`config.mk`:
```
export PLATFORM = sky130hd
export DESIGN_NAME = pic_ram_writer
export DESIGN_NICKNAME = d
export VERILOG_FILES = /design/src/rtl/pic_ram_writer.sv
export SDC_FILE = /design/constraint.sdc
export NUM_CORES = 1
export LEC_CHECK = 0
export CAP_MARGIN = 40
export CORE_MARGIN = 2
export CORE_UTILIZATION = 35
export CTS_CLUSTER_DIAMETER = 120
export DETAILED_ROUTE_END_ITERATION = 10
export GPL_TIMING_DRIVEN = 0
export PLACE_DENSITY = 0.62
export SLEW_MARGIN = 20
export SYNTH_ARGS = -nofsm -noshare
export SYNTH_HDL_FRONTEND = slang
export SYNTH_SLANG_ARGS = --single-unit
```
`constraint.sdc`:
```
create_clock -name clk -period 3.4 [get_ports clk]
set_input_delay 0.34 -clock clk [delete_from_list [all_inputs] [get_ports clk]]
set_output_delay 0.34 -clock clk [all_outputs]
set_load 0.1 [all_outputs]
```
`src/rtl/pic_ram_writer.sv`:
```
// Captures one frame of a vsync/de/RGB pixel stream and writes it raster-order
// into a single-port RAM, address 0 = pixel (0,0), one cycle of write latency.
module pic_ram_writer #(
  parameter int unsigned ADDR_WIDTH = 16,
  parameter int unsigned DATA_WIDTH = 24,
  parameter int unsigned IMG_W      = 256,
  parameter int unsigned IMG_H      = 256,
  parameter bit          CONTINUOUS = 1'b0
) (
  input  logic                  clk,
  input  logic                  rst,
  input  logic                  start,
  input  logic                  in_vs,
  input  logic                  in_de,
  input  logic [DATA_WIDTH-1:0] in_data,
  output logic                  wr_en,
  output logic [ADDR_WIDTH-1:0] wr_addr,
  output logic [DATA_WIDTH-1:0] wr_data,
  output logic                  busy,
  output logic                  frame_done,
  output logic                  err_short
);

  localparam int unsigned X_W  = $clog2(IMG_W + 1);
  localparam int unsigned Y_W  = $clog2(IMG_H + 1);
  localparam int unsigned LB_W = $clog2(IMG_W * IMG_H + 1);
  localparam int unsigned S_W  = LB_W + 1;

  typedef enum logic [1:0] {S_IDLE, S_ARM, S_CAPTURE, S_DONE} state_t;

  state_t                r_state, w_state_nxt;
  logic                  r_vs_d, r_de_d;
  logic [X_W-1:0]        r_x, w_x_nxt;
  logic [Y_W-1:0]        r_y, w_y_nxt;
  logic [LB_W-1:0]       r_line_base, w_line_base_nxt;
  logic                  r_wr_en, r_busy, r_frame_done, r_err_short;
  logic [ADDR_WIDTH-1:0] r_wr_addr, w_wr_addr;
  logic [DATA_WIDTH-1:0] r_wr_data, w_wr_data;
  logic                  w_wr_en, w_busy, w_frame_done, w_err_short;

  logic                  w_vs_rise, w_de_fall, w_in_win, w_pix_ok, w_last;
  logic [S_W-1:0]        w_addr_sum;

  assign w_vs_rise  = in_vs & ~r_vs_d;
  assign w_de_fall  = r_de_d & ~in_de;
  assign w_in_win   = (r_x < X_W'(IMG_W)) && (r_y < Y_W'(IMG_H));
  assign w_pix_ok   = (r_state == S_CAPTURE) && in_de && !w_vs_rise && w_in_win;
  assign w_last     = w_pix_ok && (r_x == X_W'(IMG_W - 1)) && (r_y == Y_W'(IMG_H - 1));
  assign w_addr_sum = S_W'(r_line_base) + S_W'(r_x);

  // State and datapath registers
  always_ff @(posedge clk) begin
    if (rst) begin
      r_state      <= S_IDLE;
      r_vs_d       <= 1'b0;
      r_de_d       <= 1'b0;
      r_x          <= '0;
      r_y          <= '0;
      r_line_base  <= '0;
      r_wr_en      <= 1'b0;
      r_wr_addr    <= '0;
      r_wr_data    <= '0;
      r_busy       <= 1'b0;
      r_frame_done <= 1'b0;
      r_err_short  <= 1'b0;
    end else begin
      r_state      <= w_state_nxt;
      r_vs_d       <= in_vs;
      r_de_d       <= in_de;
      r_x          <= w_x_nxt;
      r_y          <= w_y_nxt;
      r_line_base  <= w_line_base_nxt;
      r_wr_en      <= w_wr_en;
      r_wr_addr    <= w_wr_addr;
      r_wr_data    <= w_wr_data;
      r_busy       <= w_busy;
      r_frame_done <= w_frame_done;
      r_err_short  <= w_err_short;
    end
  end

  // Next state and raster counters; vs_rise outranks pixels and line ends
  always_comb begin
    w_state_nxt     = r_state;
    w_x_nxt         = r_x;
    w_y_nxt         = r_y;
    w_line_base_nxt = r_line_base;
    unique case (r_state)
      S_IDLE: begin
        if (start) w_state_nxt = S_ARM;
      end
      S_ARM: begin
        if (w_vs_rise) begin
          w_state_nxt     = S_CAPTURE;
          w_x_nxt         = '0;
          w_y_nxt         = '0;
          w_line_base_nxt = '0;
        end
      end
      S_CAPTURE: begin
        if (w_vs_rise) begin
          w_x_nxt         = '0;
          w_y_nxt         = '0;
          w_line_base_nxt = '0;
        end else if (w_pix_ok) begin
          w_x_nxt = r_x + X_W'(1);
          if (w_last) w_state_nxt = S_DONE;
        end else if (w_de_fall && (r_y < Y_W'(IMG_H))) begin
          w_x_nxt         = '0;
          w_y_nxt         = r_y + Y_W'(1);
          w_line_base_nxt = r_line_base + LB_W'(IMG_W);
        end
      end
      S_DONE: begin
        w_state_nxt = CONTINUOUS ? S_ARM : S_IDLE;
      end
      default: w_state_nxt = S_IDLE;
    endcase
  end

  // Output values, registered one cycle later
  always_comb begin
    w_wr_en      = w_pix_ok;
    w_wr_addr    = r_wr_addr;
    w_wr_data    = r_wr_data;
    w_busy       = (w_state_nxt == S_ARM) || (w_state_nxt == S_CAPTURE);
    w_frame_done = (r_state == S_DONE);
    w_err_short  = (r_state == S_CAPTURE) && w_vs_rise;
    if (w_pix_ok) begin
      w_wr_addr = ADDR_WIDTH'(w_addr_sum);
      w_wr_data = in_data;
    end
  end

  assign wr_en      = r_wr_en;
  assign wr_addr    = r_wr_addr;
  assign wr_data    = r_wr_data;
  assign busy       = r_busy;
  assign frame_done = r_frame_done;
  assign err_short  = r_err_short;

endmodule

```
---- After elaboration in Yosys (flattened, before gate mapping) ----
Index checks and enable logic that the tools add are counted.
storage, ports and cells
  bits in registers ....................... 83
  bits in latches ......................... 0
  memory bits (writable) .................. 0
  bits in read-only memories .............. 0
  bits of input ports ..................... 29
  output and inout port bits .............. 44
  word-level logic and storage cells ...... 67
  memories ................................ 0
operators by class
  add/sub/neg operators ................... 4
  multipliers ............................. 0
  div/mod/pow operators ................... 0
  $lt $le $gt $ge ......................... 2
  equality and inequality tests ........... 11
  shift-type cells ........................ 0
  mux-type cells .......................... 20
  bitwise logic cells ..................... 4
  reductions and logical operators ........ 14
operator list
  kind                                                             number
  17-bit 2-to-1 mux                                                4
  9-bit 2-to-1 mux                                                 7
  9-bit case mux with 2 select lines                               2
  17-bit case mux with 2 select lines                              1
  9-bit by 1-bit adder with 9-bit output, second input constant    2
  9-bit by 8-bit == test with 1-bit output, second input constant  2
  9-bit less-than comparator, second input constant                2
  17-bit by 9-bit adder with 17-bit output, second input constant  1
  16-bit by 9-bit adder with 16-bit output                         1
  2-bit 2-to-1 mux                                                 5
  1-bit logical AND                                                8
  2-bit case mux with 4 select lines                               1
  2-bit == test, second input constant                             3
  3-bit != test, second input constant                             2
  2-bit by 1-bit == test with 1-bit output, second input constant  2
  4-bit != test, second input constant                             1
  4-bit AND reduction                                              1
  3-bit AND reduction                                              1
  1-bit bitwise AND                                                2
  2-bit zero test                                                  1
  2-bit != test, second input constant                             1
  1-bit NOT                                                        2
  2-bit nonzero test                                               1
  1-bit zero test                                                  1
  1-bit logical OR                                                 1

---- Depth between registers and ports, before layout ----
Gate-level depths: netlist (run 1).
  depth in word-level cells ............... 13
  mapped depth ............................ 8
  depth with buffers taken out ............ 6

---- Worst setup path after synthesis (run 1) ----
Ideal clock, no wire load.
  path kind ............................... reg2reg
  start ................................... reg r_y[0]
  end ..................................... reg r_y[8]
  library setup time ...................... 70 ps
  arrival ................................. 1575 ps
  data required time ...................... 3330 ps
  setup slack ............................. 1755 ps
  cell stages (with the launch flop) ...... 7
  path buffers ............................ 0
  period minus slack after synthesis ...... 1645 ps
  cell sequence ........................... dfxtp_1 > ha_1 > nand3_1 > nor2_1 > ha_1 > or4_1 > a21oi_1
between the ends
  cells in the longest elaborated chain, start to end .. 5
  elaborated cells on any way between the ends .. 12
  those cells by class .................... 1 x add/sub; 1 x order compare; 2 x eq/ne; 4 x mux; 4 x reduce/logical
ends and longest elaborated chain
  element                                                                                      RTL line      text
  start, declared                                                                              34            logic [Y_W-1:0] r_y, w_y_nxt;
  start signal, assigned                                                                       71            r_y <= w_y_nxt;
  9-bit by 1-bit adder with 9-bit output / 9-bit less-than comparator (equally long branches)  110, 46, 108
  9-bit 2-to-1 mux / 1-bit logical AND (equally long branches)                                 108, 46
  9-bit 2-to-1 mux / 1-bit logical AND (equally long branches)                                 105, 47
  9-bit 2-to-1 mux / 3-bit != test (equally long branches)                                     n/a
  9-bit case mux with 2 select lines / 4-bit AND reduction (equally long branches)             n/a
Several ways; a longest one is shown, not always the timed one. The select of a mux whose other input is x is not followed.
A chain may end at the register's enable or synchronous reset.

---- Worst setup path after layout (run 1) ----
  start ................................... in in_vs
  end ..................................... reg r_line_base[15]
between the ends
  cells in the longest elaborated chain, start to end .. 6
  elaborated cells on any way between the ends .. 10
  those cells by class .................... 3 x eq/ne; 2 x mux; 1 x bitwise; 4 x reduce/logical
ends and longest elaborated chain
  element                               RTL line  text
  start, declared                       13        input logic in_vs,
  1-bit bitwise AND *                   44        assign w_vs_rise = in_vs & ~r_vs_d;
  1-bit zero test                       47        assign w_pix_ok = (r_state == S_CAPTURE) && in_de && !w_vs_rise && w_in_win;
  1-bit logical AND (2 in series)       47
  3-bit != test (no source line)        n/a
  4-bit AND reduction (no source line)  n/a
  end signal, assigned                  72        r_line_base <= w_line_base_nxt;
  end, declared                         35        logic [LB_W-1:0] r_line_base, w_line_base_nxt;
Every way passes the cells marked *; elsewhere a longest branch is shown, timed or not.

==> results of run 1 <==
-- critical path: cells and delay by family --
kind	cells	cell delay (ns)
AOI/OAI and AO/OA	2	0.25
buffers and inverters	4	1.15
and+or+nand+nor	2	0.67
-- Yosys cell counts (4+ instances only) --
| cell | instances | share of area |
|---|---|---|
| nor2_1 | 19 | 0.023 |
| nand2_1 | 80 | 0.095 |
| dfxtp_1 | 74 | 0.47 |
| ha_1 | 6 | 0.024 |
| clkbuf_1 | 10 | 0.012 |
| nand3_1 | 11 | 0.017 |
| o21ai_0 | 6 | 0.0095 |
| o31ai_1 | 14 | 0.033 |
| buf_2 | 11 | 0.017 |
| or4_1 | 15 | 0.036 |
| a211oi_1 | 7 | 0.017 |
| nor2b_1 | 4 | 0.0079 |
| nor4_1 | 4 | 0.0079 |
| nand4_1 | 5 | 0.0099 |
| inv_1 | 5 | 0.0060 |
| nand2b_1 | 5 | 0.0099 |
| mux2i_1 | 4 | 0.013 |
| or3_1 | 4 | 0.0079 |
| a21oi_1 | 55 | 0.087 |
| xnor2_1 | 5 | 0.014 |
-- per-stage QoR --
| step | power (mW) | worst slack, ns | area [µm²] | instances |
|---|---|---|---|---|
| after floorplan | 1.03 | 1.75 | 3150 | 376 |
| after global placement | 1.10 | 0.989 | 4010 | 556 |
| after detailed placement | 1.13 | 0.907 | 4750 | 600 |
| after CTS | 1.77 | 1.27 | 4940 | 616 |
| after global routing | 1.81 | 1.16 | 4940 | 616 |
| final | 1.74 | 1.25 | 4940 | 616 |
-- cell type report --
type / instances / area share
buffer: 27 / 0.0279
timing repair buffer: 116 / 0.298
sequential: 74 / 0.300
clock inverter: 7 / 0.0119
multi-input combinational: 270 / 0.306
tap: 108 / 0.0274
clock buffer: 9 / 0.0251
inverter: 5 / 0.00380
-- cell usage in the layout (no fill, tap or decap), types with 7 or more instances in the layout --
| master | Yosys | layout |
|---|---|---|
| clkdlybuf4s50_1 | 0 | 72 |
| a211oi_1 | 7 | 7 |
| a21oi_1 | 55 | 55 |
| clkbuf_1 | 10 | 10 |
| buf_16 | 0 | 7 |
| nor2_1 | 19 | 19 |
| nand2_1 | 80 | 80 |
| dfxtp_1 | 74 | 74 |
| clkbuf_8 | 0 | 9 |
| or4_1 | 15 | 15 |
| buf_2 | 11 | 11 |
| buf_8 | 0 | 37 |
| o31ai_1 | 14 | 14 |
| nand3_1 | 11 | 11 |
-- flip-flops by register name, indices dropped and copies added, names as in the netlist --
signal,count
wr_addr,16
frame_done,1
r_de_d,1
wr_en,1
busy,1
wr_data,24
err_short,1
r_vs_d,1
r_line_base,8
r_y,9
r_state,2
r_x,9
-- power groups by stage --
stage	combinational, mW	sequential, mW	clock [mW]
after global routing	0.234	0.891	0.689
after CTS	0.220	0.889	0.657
after global placement	0.191	0.909	0
final	0.218	0.889	0.638
after floorplan	0.0711	0.955	0
after detailed placement	0.219	0.909	0
-- worst max-delay path by stage --
stage,end,slack [ns],depth (start not counted)
floorplan,r_y[8]$_SDFFE_PP0P_,1.75,6
global placement,r_y[1]$_SDFFE_PP0P_,0.99,8
detailed placement,r_line_base[15]$_SDFFE_PP0P_,0.91,8
CTS,r_line_base[8]$_SDFFE_PP0P_,1.27,8
global route,r_y[1]$_SDFFE_PP0P_,1.16,8
finish,r_line_base[15]$_SDFFE_PP0P_,1.25,8
-- routing by layer --
layer  vias to the layer above  wire (µm)  global-route usage
met2                        86       3870               0.299
met4                         0         74              0.0485
met3                         8        542              0.0518
met5                         -          0                   0
li1                       1572          -                   -
met1                      1413       3720               0.205
-- cells by family after synthesis --
kind of cell | share of synthesized area
adder cells (fa/ha/maj) | 0.0238
AND/OR/NAND/NOR | 0.261
buffers and inverters | 0.0496
AO/OA/AOI/OAI | 0.160
multiplexers | 0.0127
XOR/XNOR | 0.0222
flip-flops | 0.470
==> results.toml, run 1 <==
[pwr]
combPwrFrac = 0.125
switching_share = 0.286
p_int_mw = 1.25
power.switching_uw = 500
p_leak_nw = 1.72
power_density_mw_per_mm2 = 353
clkPwrFrac = 0.366
seq_power_share = 0.510
ir_worst_vdd_mv = 0.260

[routing]
ant_nets = 0
drc = 0
drt_iter0_drc = 154
drt-vias-per-instance = 5.00
drtPass1Iterations = 4
vias = 3079
drt_wl_total_um = 8210
wire_per_inst_um = 13.3

[die]
start_util = 0.361
coreArea_mm2 = 0.00872
die_h_um = 98.9
die_x_um = 98.9
num_rows = 34
ios = 73
die-area_mm2 = 0.00978

[finish]
seqCellArea_mm2 = 0.00148
drive_gt1_frac = 0.159
multi_input_area_mm2 = 0.00151
num-fill-cells = 755
syn_to_final_growth_pct = 56.7
nets = 538
utilization = 0.566
num_antenna_cells = 0

[sta]
finalSetupTns_ns = 0
rsz0062_at_grt = "false"
clock.fmax_mhz = 466
fin_crit_sh = 0.631
relSlewSlack = 0.531
setup_viol = 0
timing.hold.ws_ns = 0.455
drv_slew = 0
finalHoldViolations = 0
tightest_slew_ns = 0.704
fin_worst_skew_ns = 0.0124
min_period_ns = 2.15

[cts]
clk_latency_ns = 0.35
cts_buffers = 9
hold_buffers = 0
cts_sinks = 74
path_clk_slew_ns = 0.09
max-clock-path-buffers = 2
ctsResizeCount = 0
h-tree-depth = 3
root_buffer = "clkbuf_8"
cts_setup_buffers = 0
cts_tree = "yes"

[critical_path]
cp-startpoint = "in_vs"
slowest_stage = "nor3_2"
slowest_delay_ns = 0.51
cp-start-kind = "primary input"
reg2reg_to = "r_line_base[15]$_SDFFE_PP0P_"
worstPathArrival_ns = 2.43
critical_path_class = "primary input to flop"
r2r_slack_ns = 1.35
crit_path_cell_trace = "clkdlybuf4s50_1 > nor2b_1 > buf_6 > nor3_2 > buf_2 > buf_2 > o31ai_1 > a21oi_1"
r2r-start = "r_state[1]$_SDFF_PP0_"
worstPathRequired_ns = 3.68
cp-end-kind = "flop"
worstRegToRegCells = 6
critical_path.most_common_cell = "buf_2"
path_max_fanout = 10

[yosys]
ys_ff_latch = 74
syn_nets = 411
yosysUniqueCellTypes = 41
yosys_most_used_dff = "dfxtp_1"
synth-edff-count = 0
syn_area_per_cell_um2 = 8.38
yosys_warnings = 0
synth-seq-area-share = 0.470
syn_area_mm2 = 0.00315
async_flop_share = 0
netlist_instances = 376

[global_route]
grt_use_total = 0.172
grt.overflow.total = 0
grt_pass1_vias = 3055
antenna_found_initial = 0
grt_pass1_wl_um = 13900
grt_max_degree = 16

[min_path]
hold_path_depth = 2
holdCritPathClass = "flop to flop"
min_to = "wr_data[23]$_SDFFE_PP0P_"
min_from = "wr_data[23]$_SDFFE_PP0P_"

[place]
dp.final_hpwl_um = 6200
portBuffers = 72
place_congestion = 0.835

[flow_run]
maxCapViolations = 0

[status]
status = "finished, final reports clean"
No activity file was read; power rests on OpenSTA's default activity.
==> run 2: changes to the inputs <==
clock period = 2 ns   (was 3.4 ns; I/O delays follow)
==> results.toml, run 2 (synthesis results as in run 1) <==
[global_route]
grt_pass1_wl_um = 13900
grt.overflow.total = 0
grt_use_total = 0.172
grt_pass1_vias = 3052
antenna_found_initial = 0
grt_max_degree = 16

[die]
die_h_um = 98.9
ios = 73
num_rows = 34
start_util = 0.361
die_x_um = 98.9
die-area_mm2 = 0.00978
coreArea_mm2 = 0.00872

[finish]
nets = 539
final_cell_mix = "nand2_1 (80), dfxtp_1 (73), clkdlybuf4s50_1 (72), a21oi_1 (55), buf_8 (37)"
num-fill-cells = 755
syn_to_final_growth_pct = 57.8
drive_gt1_frac = 0.167
final_common_cell = "nand2_1"
largest_register_ffs = 24
fin_cells = 617
design_area_mm2 = 0.00497
num_antenna_cells = 0

[routing]
drt_wl_total_um = 8290
vias = 3099
drtPass1Iterations = 5
drt_iter0_drc = 154
drt-vias-per-instance = 5.02
wire_per_inst_um = 13.4
ant_nets = 0
drc = 0

[pwr]
seq_power_share = 0.509
power_mw = 2.97
clkPwrFrac = 0.364
power_density_mw_per_mm2 = 598
combPwrFrac = 0.127
power.switching_uw = 853
p_leak_nw = 1.73
ir_worst_vdd_mv = 0.441
p_int_mw = 2.12
switching_share = 0.287

[cts]
clk_latency_ns = 0.35
cts_buffers = 9
max-clock-path-buffers = 2
root_buffer = "clkbuf_8"
cts_tree = "yes"
h-tree-depth = 3
hold_buffers = 0
path_clk_slew_ns = 0.09
cts_sinks = 74

[critical_path]
critical_path.most_common_cell = "ha_1"
slowest_delay_ns = 0.51
cp-end-kind = "flop"
worstPathArrival_ns = 2.16
critPathTopFamily = "simple AND/OR/NAND/NOR gates"
critical_path_class = "flop to flop"
slowest_stage = "or4_1"
path_max_fanout = 4
crit_buf_inv = 0
worstPathRequired_ns = 2.28
crit_path_cell_trace = "ha_1 > nand3_1 > nor2_1 > ha_1 > or4_1 > a21oi_1"
cp-start-kind = "flop"

[place]
portBuffers = 72
place_congestion = 0.835
dpl-instance-area_mm2 = 0.00475
dp.cells = 600
dp.final_hpwl_um = 6200

[sta]
fin_crit_sh = 0.939
tightest_slew_ns = 0.716
setup_viol = 0
clock.fmax_mhz = 533
rsz0062_at_grt = "false"
finalSetupTns_ns = 0
fin_worst_skew_ns = 0.0121
timing.hold.ws_ns = 0.394
drv_slew = 0
relSlewSlack = 0.523
finalHoldViolations = 0
min_period_ns = 1.88

[min_path]
holdCritPathClass = "primary input to flop"

[status]
status = "finished, final reports clean"

[flow_run]
maxCapViolations = 0
==> run 2: area by class of cell <==
cell class / count / area (µm²) / area share
Clock buffer: 9 / 124 / 0.0249
Buffer: 27 / 140 / 0.0282
Multi-Input combinational cell: 271 / 1540 / 0.311
Inverter: 5 / 18.8 / 0.00377
Clock inverter: 7 / 58.8 / 0.0118
Tap cell: 108 / 135 / 0.0272
Timing Repair Buffer: 116 / 1470 / 0.295
Sequential cell: 74 / 1480 / 0.298
==> run 2: power groups by stage <==
stage,sequential (mW),combinational (mW),clock (mW)
finish,1.51,0.378,1.08
global route,1.51,0.406,1.17
CTS,1.51,0.375,1.12
detailed placement,1.55,0.372,0
global placement,1.54,0.324,0
floorplan,1.62,0.121,0
==> run 2: final timing paths <==
check	start	end	slack, ns	cells past startpoint
hold reg to reg	wr_data[23]$_SDFFE_PP0P_	wr_data[23]$_SDFFE_PP0P_	0.46	2
setup / recovery	r_y[0]$_SDFFE_PP0P_	r_y[8]$_SDFFE_PP0P_	0.12	6
hold / removal	in_data[20]	wr_data[20]$_SDFFE_PP0P_	0.39	3
setup reg to reg	r_y[0]$_SDFFE_PP0P_	r_y[8]$_SDFFE_PP0P_	0.12	6
==> run 2: metrics by stage <==
step            util  worst slack [ns]
2_1_floorplan      -             0.355
3_3_place_gp   0.459            -0.271
3_5_place_dp   0.545            -0.353
4_1_cts        0.567             0.102
5_1_grt        0.570            0.0299
6_report       0.570             0.122
==> run 2: routing by layer <==
metal  GRT usage  wire [µm]
met4      0.0485         75
met1       0.206       3750
met2       0.298       3930
met3      0.0518        544
met5           0          0
==> run 2: timing repair <==
action                                  CTS  global route
gates resized for setup                   1             5
gates cloned                              0             1
endpoints found under the setup margin   10            39
pin swaps                                 0             1
buffers inserted                          0             0
==> run 2: worst min-delay path, cell delays in order <==
cell and delay (ns):
clkdlybuf4s50_1 0.39, nand2_1 0.06, a21oi_1 0.05
==> run 3: changes to the inputs <==
clock period = 2.45 ns   (was 2 ns; I/O delays follow)
==> results of run 3 <==
Same layout as run 1 (identical final DEF). Status: finished, final reports clean.
Main changes from that run: setup slack after placement 0.907 ns -> 0.0516 ns; setup slack after layout 1.25 ns -> 0.395 ns; hold slack 0.455 ns -> 0.437 ns; start point of the critical path in_vs -> r_state[1]$_SDFF_PP0_; register-to-register setup slack 1.35 ns -> 0.40 ns; end point of the worst hold path wr_data[23]$_SDFFE_PP0P_ -> wr_data[20]$_SDFFE_PP0P_; total power 1.74 mW -> 2.42 mW; worst IR drop on VDD 0.260 mV -> 0.360 mV
